`config.mk`:
```
export PLATFORM = sky130hd
export DESIGN_NAME = hex_display_scheduler
export DESIGN_NICKNAME = d
export VERILOG_FILES = /design/src/rtl/hex_display_scheduler.sv
export SDC_FILE = /design/constraint.sdc
export NUM_CORES = 1
export LEC_CHECK = 0
export BUFFER_PORTS_ARGS = -buffer_cell sky130_fd_sc_hd__buf_2
export CORE_MARGIN = 4
export CORE_UTILIZATION = 50
export CTS_CLUSTER_SIZE = 28
export DETAILED_ROUTE_END_ITERATION = 12
export MAX_ROUTING_LAYER = met4
export PLACE_DENSITY = 0.73
export SLEW_MARGIN = 15
export SYNTH_ARGS = -nofsm -noshare
export SYNTH_HDL_FRONTEND = slang
export SYNTH_SLANG_ARGS = --single-unit
```
`constraint.sdc`:
```
create_clock -name clk -period 21.5 [get_ports clk]
set_input_delay 1.075 -clock clk [delete_from_list [all_inputs] [get_ports clk]]
set_output_delay 1.075 -clock clk [all_outputs]
set_load 0.03 [all_outputs]
```
`src/rtl/hex_display_scheduler.sv`:
```
// Multiplexed hex display driver: one shared 7-segment decoder scans all digits MSB first,
// applies leading-zero blanking and per-digit enables, then commits every digit at once.
module hex_display_scheduler #(
  parameter int unsigned NUM_DIGITS = 8,
  parameter int unsigned IDX_W      = 3
) (
  input  logic                    clk,
  input  logic                    rst,
  input  logic                    load,
  input  logic [4*NUM_DIGITS-1:0] value,
  input  logic                    blank_lz,
  input  logic [NUM_DIGITS-1:0]   digit_en,
  output logic [7*NUM_DIGITS-1:0] seg_out,
  output logic                    busy,
  output logic                    done
);

  localparam int unsigned VAL_W = 4 * NUM_DIGITS;
  localparam int unsigned STG_W = 7 * (NUM_DIGITS - 1);
  localparam logic [IDX_W-1:0] IDX_TOP = IDX_W'(NUM_DIGITS - 1);

  localparam logic [0:0] IDLE = 1'b0;
  localparam logic [0:0] SCAN = 1'b1;

  logic [0:0]            state, state_nxt;
  logic [IDX_W-1:0]      idx;
  logic                  seen_nz;
  logic [VAL_W-1:0]      sh_value;
  logic                  sh_blank_lz;
  logic [NUM_DIGITS-1:0] sh_en;
  logic                  pend;
  logic [VAL_W-1:0]      pend_value;
  logic                  pend_blank_lz;
  logic [NUM_DIGITS-1:0] pend_en;
  logic [STG_W-1:0]      staging;

  logic [3:0] nibble_c;
  logic [6:0] pattern_c;
  logic       blank_this_c;
  logic [6:0] digit_seg_c;
  logic       last_digit_c;
  logic       restart_c;

  // Shared nibble decoder (active-low, {g,f,e,d,c,b,a})
  always_comb begin
    nibble_c = sh_value[4*idx +: 4];
    pattern_c = 7'b1111111;
    case (nibble_c)
      4'h0: pattern_c = 7'b1000000;
      4'h1: pattern_c = 7'b1111001;
      4'h2: pattern_c = 7'b0100100;
      4'h3: pattern_c = 7'b0110000;
      4'h4: pattern_c = 7'b0011001;
      4'h5: pattern_c = 7'b0010010;
      4'h6: pattern_c = 7'b0000010;
      4'h7: pattern_c = 7'b1111000;
      4'h8: pattern_c = 7'b0000000;
      4'h9: pattern_c = 7'b0010000;
      4'hA: pattern_c = 7'b0001000;
      4'hB: pattern_c = 7'b0000011;
      4'hC: pattern_c = 7'b1000110;
      4'hD: pattern_c = 7'b0100001;
      4'hE: pattern_c = 7'b0000110;
      4'hF: pattern_c = 7'b0001110;
      default: pattern_c = 7'b1111111;
    endcase
  end

  // Blanking decision for the digit currently being scanned; digit 0 never zero-blanks
  always_comb begin
    blank_this_c = !sh_en[idx] ||
                   (sh_blank_lz && !seen_nz && (nibble_c == 4'h0) && (idx != '0));
    digit_seg_c  = blank_this_c ? 7'b1111111 : pattern_c;
    last_digit_c = (state == SCAN) && (idx == '0);
    restart_c    = last_digit_c && (pend || load);
  end

  // State register
  always_ff @(posedge clk or posedge rst) begin
    if (rst) state <= IDLE;
    else     state <= state_nxt;
  end

  // Next-state logic
  always_comb begin
    state_nxt = state;
    case (state)
      IDLE:    if (load) state_nxt = SCAN;
      SCAN:    if (last_digit_c && !restart_c) state_nxt = IDLE;
      default: state_nxt = IDLE;
    endcase
  end

  // Scan datapath: shadow/pending capture, staging fill and atomic commit
  always_ff @(posedge clk or posedge rst) begin
    if (rst) begin
      idx           <= '0;
      seen_nz       <= 1'b0;
      sh_value      <= '0;
      sh_blank_lz   <= 1'b0;
      sh_en         <= '0;
      pend          <= 1'b0;
      pend_value    <= '0;
      pend_blank_lz <= 1'b0;
      pend_en       <= '0;
      staging       <= '1;
      seg_out       <= '1;
      busy          <= 1'b0;
      done          <= 1'b0;
    end else begin
      done <= 1'b0;
      if (state == IDLE) begin
        if (load) begin
          sh_value    <= value;
          sh_blank_lz <= blank_lz;
          sh_en       <= digit_en;
          idx         <= IDX_TOP;
          seen_nz     <= 1'b0;
          busy        <= 1'b1;
        end
      end else if (idx != '0) begin
        staging[7*(idx-1) +: 7] <= digit_seg_c;
        seen_nz <= seen_nz | (nibble_c != 4'h0);
        idx     <= idx - 1'b1;
        if (load) begin
          pend          <= 1'b1;
          pend_value    <= value;
          pend_blank_lz <= blank_lz;
          pend_en       <= digit_en;
        end
      end else begin
        seg_out <= {staging, digit_seg_c};
        done    <= 1'b1;
        if (restart_c) begin
          // A load arriving on the final cycle supersedes any older pending request
          sh_value    <= load ? value    : pend_value;
          sh_blank_lz <= load ? blank_lz : pend_blank_lz;
          sh_en       <= load ? digit_en : pend_en;
          pend        <= 1'b0;
          idx         <= IDX_TOP;
          seen_nz     <= 1'b0;
        end else begin
          busy <= 1'b0;
        end
      end
    end
  end

endmodule
```
==> results by group, run 1 <==
Die
  • Die width: 154 um
  • Die ar.: 23600 um2
  • IO Count: 102
  • Initial core utilization: 50.7%
  • Die Ht: 154 um
  • Rows: 53
  • Core ar.: 21000 um2

Detailed routing
  • Drt wl/cell: 20.0 um
  • Vias/cell: 5.90
  • Initial DRT Pass Iterations: 6
  • Routed Wire Length: 27.3 mm
  • Initial DRC Count: 707
  • DR vias: 8072
  • Post-DRT Antenna Nets: 0
  • Drt drc: 0

CTS
  • Clk_lat worst skew: 0.44 ns
  • Num Clock Sinks: 195
  • Worst-path clk slew: 0.07 ns
  • TritonCTS Buffers: 17
  • Post_cts resized: 0
  • Post-CTS Repair Setup Buffers: 0
  • Hold_buf cts: 0
  • H-tree levels: 4
  • Longest Clk Path Bufs: 2
  • Root buf cell: clkbuf_16
  • CTS tree: built

Logic synthesis
  • Post-synth EDFFs: 0
  • Fraction of the yosys area taken by sequential cells: 47.2%
  • Seq cells post-synth: 195
  • Yosys warning total: 0
  • Syn nets: 1076
  • Cells after Synth: 1003
  • Syn Area/Cell: 10.6 um2
  • Synth Flop Type: dfstp_2
  • Fraction of registers with async set/reset: 100%
  • Count of different cell masters after synthesis: 81
  • Cell Area, Synth: 10600 um2

Setup path
  • Worst reg2reg path endpoint: staging[37]$_DFFE_PP1P_
  • Worst EP required: 21.86 ns
  • RR Startpoint: idx[1]$_DFFE_PP0P_
  • R2r worst-path depth: 22
  • Critical Path Source: idx[1]$_DFFE_PP0P_
  • Worst Path Arrival: 8.66 ns
  • Critical Path End: staging[37]$_DFFE_PP1P_
  • CP endpoint kind: flop
  • Flop2flop setup slack: 13.20 ns
  • Critical path type: reg -> reg
  • Critical-path maximum fanout: 27
  • Startpoint types: flop

Placed design
  • Number of port buffers: 101
  • Routability Congestion: 0.996
  • HPWL after detailed placement: 19.7 mm

Timing
  • Fin crit share: 38.6%
  • Relative slew slack: 34.8%
  • Achievable frequency: 120 MHz
  • Clk_skew: 0.0167 ns
  • Unrepaired setup endpoints after global routing: no
  • # setup viols final: 0
  • Worst slew pin tran: 0.974 ns
  • Tmin final: 8.30 ns
  • Slew Limit Fails: 0
  • Post-Route Setup TNS: 0 ns
  • Count of final hold-check violations: 0

Finish
  • # nets final: 1153
  • Inserted Diodes: 0
  • Layout cells sized above 1: 36.0%
  • # fillers: 1870
  • Layout area overhead: 12.5%

GRT
  • Largest net degree at the start of global routing: 122
  • GRT Util Overall: 24.1%
  • Total gr overflow: 0
  • Initial antenna violation count: 0
  • First-pass GRT wire length: 44.4 mm
  • Vias in the first global route: 8121

Hold path
  • Worst hold path class: reg -> reg
  • Min-delay src: seg_out[2]$_DFFE_PP1P_

Status
  • Status: finished, final reports clean

Job
  • Maxcap violations: 0
cells in the final DEF (no fill, tap or decap), types with 19 or more instances in the layout:
master,n
o21ai_1,24
nor3_1,30
dfrtp_1,90
ha_1,28
a31oi_1,19
nand2_1,79
nand3_1,32
inv_1,19
mux2_2,97
mux2i_1,54
a21oi_1,78
dfstp_2,105
nor2_1,98
buf_2,101
worst min-delay path by stage:
stage                               to  slack [ns]  cells past startpoint
2_1_floorplan  staging[30]$_DFFE_PP1P_        0.44                      2
3_3_place_gp    seg_out[3]$_DFFE_PP1P_        0.44                      2
3_5_place_dp    seg_out[2]$_DFFE_PP1P_        0.45                      2
4_1_cts         seg_out[2]$_DFFE_PP1P_        0.46                      2
5_1_grt        staging[48]$_DFFE_PP1P_        0.48                      2
6_report        seg_out[2]$_DFFE_PP1P_        0.46                      2
registers in the layout, indices dropped and copies added, names as in the netlist, 3 cells and up:
register    flops
sh_value       32
pend_value     32
seg_out        56
sh_en           8
pend_en         8
idx             3
staging        49
synthesized netlist by cell type, types with 7 or more instances:
cell type | instances | share of area (%)
nor4_1 | 12 | 0.71
dfstp_2 | 105 | 26
nand3_1 | 32 | 1.5
mux2_2 | 97 | 10
nor3_1 | 30 | 1.4
o21ai_0 | 17 | 0.80
inv_1 | 20 | 0.71
o21ai_1 | 24 | 1.1
nand2b_1 | 7 | 0.41
mux4_2 | 8 | 1.7
or3_1 | 7 | 0.41
clkbuf_1 | 36 | 1.3
mux2i_1 | 54 | 5.1
o22ai_1 | 8 | 0.47
a31oi_1 | 19 | 1.1
ha_1 | 28 | 3.3
dfrtp_1 | 90 | 21
a21oi_1 | 78 | 3.7
nand2_1 | 81 | 2.9
buf_2 | 8 | 0.38
nor2_1 | 99 | 3.5
kinds of logic after synthesis:
family / Yosys count / share of synthesized area, %
xor gates and xnor gates: 8 / 0.919
muxes: 164 / 17.8
adders and majority gates: 29 / 3.49
buffers and inverters: 79 / 3.13
DFF: 195 / 47.2
AOI/OAI and AO/OA: 215 / 13.0
and+or+nand+nor: 313 / 14.4
per-layer routing:
layer	GRT usage, %	share of wire (%)
met4	9.59	3.5
met2	38.6	48
met1	31.3	43
met3	3.41	5.5
met5	-	0
metrics by stage:
step	setup WS [ns]	hold slack, ns	area [um2]	instances	utilization, %
finish	13.20	0.456	11900	1368	57.0
global route	12.64	0.482	11900	1368	57.0
floorplan	14.47	0.440	10600	1003	-
detailed placement	13.39	0.450	11300	1336	54.2
global placement	13.71	0.442	11300	1336	54.2
CTS	13.36	0.462	11900	1368	57.0
area by class of cell:
cell class | count | area (um2) | area share, %
Multi-Input combinational cell | 729 | 5310 | 44.4
Sequential cell | 195 | 5010 | 41.9
Timing Repair Buffer | 112 | 588 | 4.92
Clock buffer | 18 | 429 | 3.59
Tap cell | 275 | 344 | 2.88
Clock inverter | 14 | 169 | 1.41
Inverter | 25 | 101 | 0.848
worst max-delay path, stage by stage, from the launching register on:
cell and delay, ns:
dfrtp_1 0.60, inv_2 0.22, ha_1 0.92, inv_1 0.48, ha_1 0.46, ha_1 0.29
ha_1 0.15, ha_1 0.18, inv_1 0.07, fa_1 0.54, nor3b_1 0.38, nand3_1 0.23
or2_2 0.34, inv_1 0.06, ha_1 0.53, inv_2 0.26, nor4_1 0.63, a31oi_2 0.26
or4_4 0.66, nor3_2 0.45, o2bb2ai_1 0.19, mux2i_1 0.21, o31ai_1 0.09
Power of run 1 is not shown: default switching activity piles up to over one toggle a cycle in this logic, so the estimate is an artifact.
==> run 2: changes to the inputs <==
--- a/config.mk
+++ b/config.mk
@@ -5,6 +5,7 @@
 export SDC_FILE = /design/constraint.sdc
 export NUM_CORES = 1
 export LEC_CHECK = 0
+export ABC_AREA = 1
 export BUFFER_PORTS_ARGS = -buffer_cell sky130_fd_sc_hd__buf_2
 export CORE_MARGIN = 4
 export CORE_UTILIZATION = 50
==> constraint.sdc (replaced) <==
create_clock -name clk -period 8.2 [get_ports clk]
set_input_delay 0.41 -clock clk [delete_from_list [all_inputs] [get_ports clk]]
set_output_delay 0.41 -clock clk [all_outputs]
set_load 0.03 [all_outputs]
==> run 2 against run 1 <==
  * Flip-flop and latch count unchanged
  * Sequential share of layout area shrank 3.5 points
  * Design area rose by 9.1%
  * Global-route usage increased by 2.3 points
  * Hold slack worse by 0.36 ns
  * Register-to-register slack got worse by 12 ns
  * Die area grew 10%
  * Setup slack worse by 12 ns
  * Count of clock-buffer cells in the layout fell by 1
  * Largest cell class unchanged
==> results by group, run 2 <==
Status
  • Status: finished, final reports clean (unchanged)

Finish
  • Non-Filler Instances: 2001 (was 1368)
  • Max reg flops: 56 (unchanged)
  • Layout area overhead: 11.1% (was 12.5%)
  • Top reg by flops: seg_out (unchanged)
  • Top Registers: seg_out: 56 flops, staging: 49 flops (unchanged)
  • Layout cells sized above 1: 20.3% (was 36.0%)
  • # nets final: 1748 (was 1153)
  • Most frequent cells in the layout: nand2_1, inv_1, o21ai_0, nand3_1, nor2_1 (was dfstp_2, buf_2, nor2_1, mux2_2, dfrtp_1)
  • Commonest non-fill, non-tap cell in the layout: nand2_1 (was dfstp_2)
  • Inserted Diodes: 0 (unchanged)

Setup path
  • Worst reg2reg path endpoint: staging[45]$_DFFE_PP1P_ (was staging[37]$_DFFE_PP1P_)
  • CP max-delay cell: dfrtp_1 (was ha_1)
  • CP max stage delay: 0.69 ns (was 0.92 ns)
  • Startpoint types: flop (unchanged)
  • Critical-path maximum fanout: 29 (was 27)
  • Critical Path End: staging[45]$_DFFE_PP1P_ (was staging[37]$_DFFE_PP1P_)
  • CP endpoint kind: flop (unchanged)
  • R2r worst-path depth: 32 (was 22)
  • Worst Path Arrival: 6.94 ns (was 8.66 ns)
  • RR Startpoint: idx[1]$_DFFE_PP0P_ (unchanged)
  • Critical path type: reg -> reg (unchanged)
  • Flop2flop setup slack: 1.64 ns (was 13.20 ns)
  • Most common cell on crit path: ha_1 (unchanged)
  • Critical Path Source: idx[1]$_DFFE_PP0P_ (unchanged)
  • Worst EP required: 8.58 ns (was 21.86 ns)

CTS
  • Longest Clk Path Bufs: 2 (unchanged)
  • H-tree levels: 4 (unchanged)
  • Clk_lat worst skew: 0.45 ns (was 0.44 ns)
  • Post_cts resized: 0 (unchanged)
  • Post-CTS Repair Setup Buffers: 0 (unchanged)
  • Hold_buf cts: 0 (unchanged)
  • CTS tree: built (unchanged)
  • TritonCTS Buffers: 17 (unchanged)
  • Root buf cell: clkbuf_16 (unchanged)
  • Worst-path clk slew: 0.08 ns (was 0.07 ns)
  • Num Clock Sinks: 195 (unchanged)

Timing
  • Worst slew pin tran: 1.02 ns (was 0.974 ns)
  • Clk_skew: 0.0141 ns (was 0.0167 ns)
  • Fin crit share: 80.0% (was 38.6%)
  • Tmin final: 6.56 ns (was 8.30 ns)
  • Count of final hold-check violations: 0 (unchanged)
  • # setup viols final: 0 (unchanged)
  • Worst Hold Slack: 0.0925 ns (was 0.456 ns)
  • Slew Limit Fails: 0 (unchanged)
  • Relative slew slack: 32.1% (was 34.8%)
  • Unrepaired setup endpoints after global routing: no (unchanged)
  • Post-Route Setup TNS: 0 ns (unchanged)
  • Achievable frequency: 153 MHz (was 120 MHz)

Logic synthesis
  • Fraction of the yosys area taken by sequential cells: 42.7% (was 47.2%)
  • Top post-synthesis cells by area: dfstp_2, dfrtp_1, nand2_1, o21ai_0, nand3_1 (was dfstp_2, dfrtp_1, mux2_2, mux2i_1, a21oi_1)
  • Post-synth top area share: 23.5% (was 26.0%)
  • Seq cells post-synth: 195 (unchanged)
  • Syn nets: 1689 (was 1076)
  • Syn Area/Cell: 7.26 um2 (was 10.6 um2)
  • Cell Area, Synth: 11700 um2 (was 10600 um2)
  • Cells after Synth: 1616 (was 1003)
  • Post-synth EDFFs: 0 (unchanged)
  • Count of different cell masters after synthesis: 48 (was 81)
  • Cell taking the most area after synthesis: dfstp_2 (unchanged)
  • Count leader, synth: nand2_1 (was dfstp_2)
  • Synth Flop Type: dfstp_2 (unchanged)
  • Fraction of registers with async set/reset: 100% (unchanged)
  • Yosys warning total: 0 (unchanged)
  • Commonest cells in the netlist: nand2_1, inv_1, o21ai_0 (was dfstp_2, nor2_1, mux2_2)

GRT
  • GRT Util Overall: 26.5% (was 24.1%)
  • First-pass GRT wire length: 54.7 mm (was 44.4 mm)
  • Total gr overflow: 0 (unchanged)
  • Initial antenna violation count: 0 (unchanged)
  • Largest net degree at the start of global routing: 116 (was 122)
  • Vias in the first global route: 10406 (was 8121)

Placed design
  • Cells after DPL: 1969 (was 1336)
  • Number of port buffers: 101 (unchanged)
  • HPWL after detailed placement: 23.4 mm (was 19.7 mm)
  • Routability Congestion: 0.996 (about the same)

Detailed routing
  • Drt wl/cell: 16.2 um (was 20.0 um)
  • Uppermost layer routed: met4 (unchanged)
  • Initial DRC Count: 910 (was 707)
  • Routed Wire Length: 32.5 mm (was 27.3 mm)
  • Met3 wire len: 1.86 mm (was 1.51 mm)
  • Met1 WL: 15.1 mm (was 11.7 mm)
  • Vias/cell: 5.35 (was 5.90)
  • Metal2 WL: 14.9 mm (was 13.1 mm)
  • Initial DRT Pass Iterations: 5 (was 6)
  • Drt drc: 0 (unchanged)
  • DR vias: 10705 (was 8072)
  • Post-DRT Antenna Nets: 0 (unchanged)

Die
  • Die ar.: 26000 um2 (was 23600 um2)
  • Rows: 55 (was 53)
  • Die Ht: 161 um (was 154 um)
  • Die width: 161 um (was 154 um)
  • Core ar.: 22800 um2 (was 21000 um2)
  • IO Count: 102 (unchanged)
  • Initial core utilization: 51.4% (was 50.7%)

Hold path
  • Worst hold path class: in -> async (was reg -> reg)

Job
  • Maxcap violations: 0 (unchanged)
-- run 2: cell count changes in the layout (fill, tap and decap cells not counted), moves of 54 or more --
cell	before	now
inv_1	19	169
mux2_2	97	0
mux2i_1	54	0
nand2_1	79	520
nand3_1	32	132
o21ai_0	17	143
-- run 2: cells by family after synthesis --
family,after synthesis,share of synthesized area [%]
buffers and inverters,268,9.24
adder cells (fa/ha/maj),29,3.16
AND/OR/NAND/NOR,865,32.6
flip-flops,195,42.7
AO/OA/AOI/OAI,255,12.0
XOR/XNOR,4,0.299
-- run 2: layout make-up --
class / instances / area (um2)
well taps: 313 / 392
inverters: 188 / 718
flip-flops and latches: 195 / 5010
clock buffers: 17 / 425
clock inverters: 15 / 184
fillers: 2201 / 9810
multi-input cells: 1153 / 5660
repair buffers: 120 / 648
-- run 2: worst max-delay path, delay by kind of cell, from the launching register on --
kind                     cells  cell delay [ns]
flip-flops                   1             0.69
adder cells (fa/ha/maj)      7             1.99
AND/OR/NAND/NOR             14             1.70
XOR/XNOR                     1             0.16
buffers and inverters        8             1.66
AO/OA/AOI/OAI                2             0.28
-- run 2: how the worst min path moves through the flow --
stage | startpoint | to | slack [ns] | cells after the start
3_5_place_dp | seg_out[23]$_DFFE_PP1P_ | seg_out[23]$_DFFE_PP1P_ | 0.45 | 2
6_report | rst | pend_value[24]$_DFFE_PP0P_ | 0.09 | 2
4_1_cts | rst | pend_value[22]$_DFFE_PP0P_ | 0.13 | 2
2_1_floorplan | staging[35]$_DFFE_PP1P_ | seg_out[42]$_DFFE_PP1P_ | 0.44 | 2
5_1_grt | rst | pend_value[24]$_DFFE_PP0P_ | 0.16 | 2
3_3_place_gp | seg_out[34]$_DFFE_PP1P_ | seg_out[34]$_DFFE_PP1P_ | 0.45 | 2
-- run 2: routing by layer --
layer	track usage [%]	vias up
met5	-	-
met4	6.71	0
met3	3.93	50
met2	40.8	295
met1	37.1	5068
li1	-	5292
-- run 2: per-stage QoR --
| stage | utilization (%) | worst slack [ns] | instance area (um2) |
|---|---|---|---|
| 6_report | 57.1 | 1.64 | 13000 |
| 5_1_grt | 57.1 | 0.996 | 13000 |
| 4_1_cts | 57.1 | 1.71 | 13000 |
| 3_5_place_dp | 54.4 | 1.75 | 12400 |
| 3_3_place_gp | 54.4 | 1.93 | 12400 |
| 2_1_floorplan | - | 2.43 | 11700 |
Power of run 2 is left out for the same reason.
==> run 3: changes to the inputs <==
--- a/config.mk
+++ b/config.mk
@@ -12,7 +12,7 @@
 export CTS_CLUSTER_SIZE = 28
 export DETAILED_ROUTE_END_ITERATION = 12
 export MAX_ROUTING_LAYER = met4
-export PLACE_DENSITY = 0.73
+export PLACE_DENSITY = 0.75
 export SLEW_MARGIN = 15
 export SYNTH_ARGS = -nofsm -noshare
 export SYNTH_HDL_FRONTEND = slang
==> constraint.sdc (replaced) <==
create_clock -name clk -period 5.67 [get_ports clk]
set_input_delay 0.2835 -clock clk [delete_from_list [all_inputs] [get_ports clk]]
set_output_delay 0.2835 -clock clk [all_outputs]
set_load 0.03 [all_outputs]
==> run 3 against run 2 <==
  * Design area up 0.66%
  * Hold slack worse by 0.15 ns
  * Setup slack worse by 1.2 ns
  * Routed wire length down 4.2%
  * The run now ends with negative hold slack left
  * Core utilization up 0.38 points
==> results by group, run 3 (same netlist as run 2, synthesis figures left out) <==
Status
  • Status: complete, but fails checks (was finished, final reports clean)
  • Failing checks: negative hold slack

CTS
  • Clk_lat worst skew: 0.44 ns (was 0.45 ns)
  • H-tree levels: 4 (unchanged)
  • Hold_buf cts: 0 (unchanged)
  • CTS tree: built (unchanged)
  • TritonCTS Buffers: 17 (unchanged)
  • Root buf cell: clkbuf_16 (unchanged)
  • Num Clock Sinks: 195 (unchanged)
  • Longest Clk Path Bufs: 2 (unchanged)
  • Worst-path clk slew: 0.09 ns (was 0.08 ns)

GRT
  • Initial antenna violation count: 0 (unchanged)
  • Vias in the first global route: 10291 (was 10406)
  • Largest net degree at the start of global routing: 116 (unchanged)
  • Total gr overflow: 0 (unchanged)
  • First-pass GRT wire length: 52.2 mm (was 54.7 mm)
  • GRT Util Overall: 25.0% (was 26.5%)

Die
  • Die width: 161 um (unchanged)
  • Initial core utilization: 51.4% (unchanged)
  • Die Ht: 161 um (unchanged)
  • IO Count: 102 (unchanged)
  • Die ar.: 26000 um2 (unchanged)
  • Core ar.: 22800 um2 (unchanged)
  • Rows: 55 (unchanged)

Timing
  • Fin crit share: 92.9% (was 80.0%)
  • Tmin final: 5.27 ns (was 6.56 ns)
  • # setup viols final: 0 (unchanged)
  • Unrepaired setup endpoints after global routing: no (unchanged)
  • Worst slew pin tran: 0.941 ns (was 1.02 ns)
  • Achievable frequency: 190 MHz (was 153 MHz)
  • Worst Hold Slack: -0.0610 ns (was 0.0925 ns)
  • Count of final hold-check violations: 20 (was 0)
  • Post-Route Setup TNS: 0 ns (unchanged)
  • Clk_skew: 0.0136 ns (was 0.0141 ns)
  • Slew Limit Fails: 0 (unchanged)
  • Relative slew slack: 37.3% (was 32.1%)

Setup path
  • Critical path type: reg -> reg (unchanged)
  • Critical-path maximum fanout: 34 (was 29)
  • CP max stage delay: 0.44 ns (was 0.69 ns)
  • CP bufs+invs: 9 (was 8)
  • RR Startpoint: idx[0]$_DFFE_PP0P_ (was idx[1]$_DFFE_PP0P_)
  • Top delay family on crit path: adder cells (unchanged)
  • Worst Path Arrival: 5.64 ns (was 6.94 ns)
  • CP max-delay cell: ha_2 (was dfrtp_1)
  • Startpoint types: flop (unchanged)
  • CP endpoint kind: flop (unchanged)
  • Critical Path Source: idx[0]$_DFFE_PP0P_ (was idx[1]$_DFFE_PP0P_)
  • Worst EP required: 6.04 ns (was 8.58 ns)

Detailed routing
  • Drt wl/cell: 15.5 um (was 16.2 um)
  • Initial DRC Count: 1203 (was 910)
  • Vias/cell: 5.39 (was 5.35)
  • Routed Wire Length: 31.1 mm (was 32.5 mm)
  • DR vias: 10815 (was 10705)
  • Drt drc: 0 (unchanged)
  • Post-DRT Antenna Nets: 0 (unchanged)
  • Initial DRT Pass Iterations: 6 (was 5)

Finish
  • Most frequent cells in the layout: nand2_1, inv_1, o21ai_0, nand3_1, nor2_1 (unchanged)
  • Layout cells sized above 1: 20.7% (was 20.3%)
  • Top reg by flops: seg_out (unchanged)
  • # nets final: 1753 (was 1748)
  • Max reg flops: 56 (unchanged)
  • Inserted Diodes: 0 (unchanged)
  • Commonest non-fill, non-tap cell in the layout: nand2_1 (unchanged)
  • Layout area overhead: 11.8% (was 11.1%)
  • Top Registers: seg_out: 56 flops, staging: 49 flops (unchanged)

Placed design
  • HPWL after detailed placement: 21.8 mm (was 23.4 mm)
  • Routability Congestion: 1.06 (was 0.996)
  • Number of port buffers: 101 (unchanged)

Job
  • Maxcap violations: 0 (unchanged)

Hold path
  • Worst hold path class: in -> async (unchanged)
[run 3: cell types whose count changed in the layout (fill, tap and decap cells not counted), sizes merged]
cell  delta
buf      +5
[run 3: repair_timing]
| item | CTS | global route |
|---|---|---|
| endpoints found under the setup margin | 0 | 34 |
| gates resized for setup | 0 | 5 |
| setup buffers | 0 | 0 |
[run 3: final timing paths]
| check | to | cells after the start | slack, ns |
|---|---|---|---|
| setup / recovery | staging[2]$_DFFE_PP1P_ | 29 | 0.40 |
| hold / removal | pend_value[24]$_DFFE_PP0P_ | 2 | -0.06 |
| setup reg to reg | staging[2]$_DFFE_PP1P_ | 29 | 0.40 |
| hold reg to reg | seg_out[55]$_DFFE_PP1P_ | 2 | 0.46 |
| max in group asynchronous | staging[44]$_DFFE_PP1P_ | 3 | 4.25 |
| min in group clk | sh_value[19]$_DFFE_PP0P_ | 3 | 0.10 |
[run 3: worst register-to-register path, delay by kind of cell (launching register included)]
kind            cells  cell delay (ns)
fa+ha+maj           7             2.00
simple gates        9             1.23
buf+inv             9             0.92
compound gates      3             0.51
flops               1             0.40
xor+xnor            1             0.17
[run 3: final cells by class]
class                      instances  area, um2
clock buffer                      17        425
fill                            2156       9720
timing repair buffer             125        693
tap                              313        392
sequential                       195       5010
multi-input combinational       1153       5670
clock inverter                    15        215
inverter                         188        718
[run 3: per-stage QoR]
step	utilization [%]	worst slack [ns]	hold WS, ns	instances	cell area, um2
after CTS	57.4	0.199	0.0261	2006	13100
after global routing	57.4	0.0313	0.0323	2006	13100
after floorplan	-	0.0629	0.439	1616	11700
after detailed placement	54.6	0.231	0.452	1974	12500
final	57.4	0.402	-0.0610	2006	13100
after global placement	54.6	0.396	0.450	1974	12500
[run 3: per-layer routing]
layer	track usage (%)	vias to the layer above	part of all wire (%)
li1	-	5320	-
met1	33.8	5039	46
met2	39.0	400	46
met3	4.41	56	6.7
met4	7.21	0	2.2
met5	-	-	0
Power of run 3 is left out for the same reason.
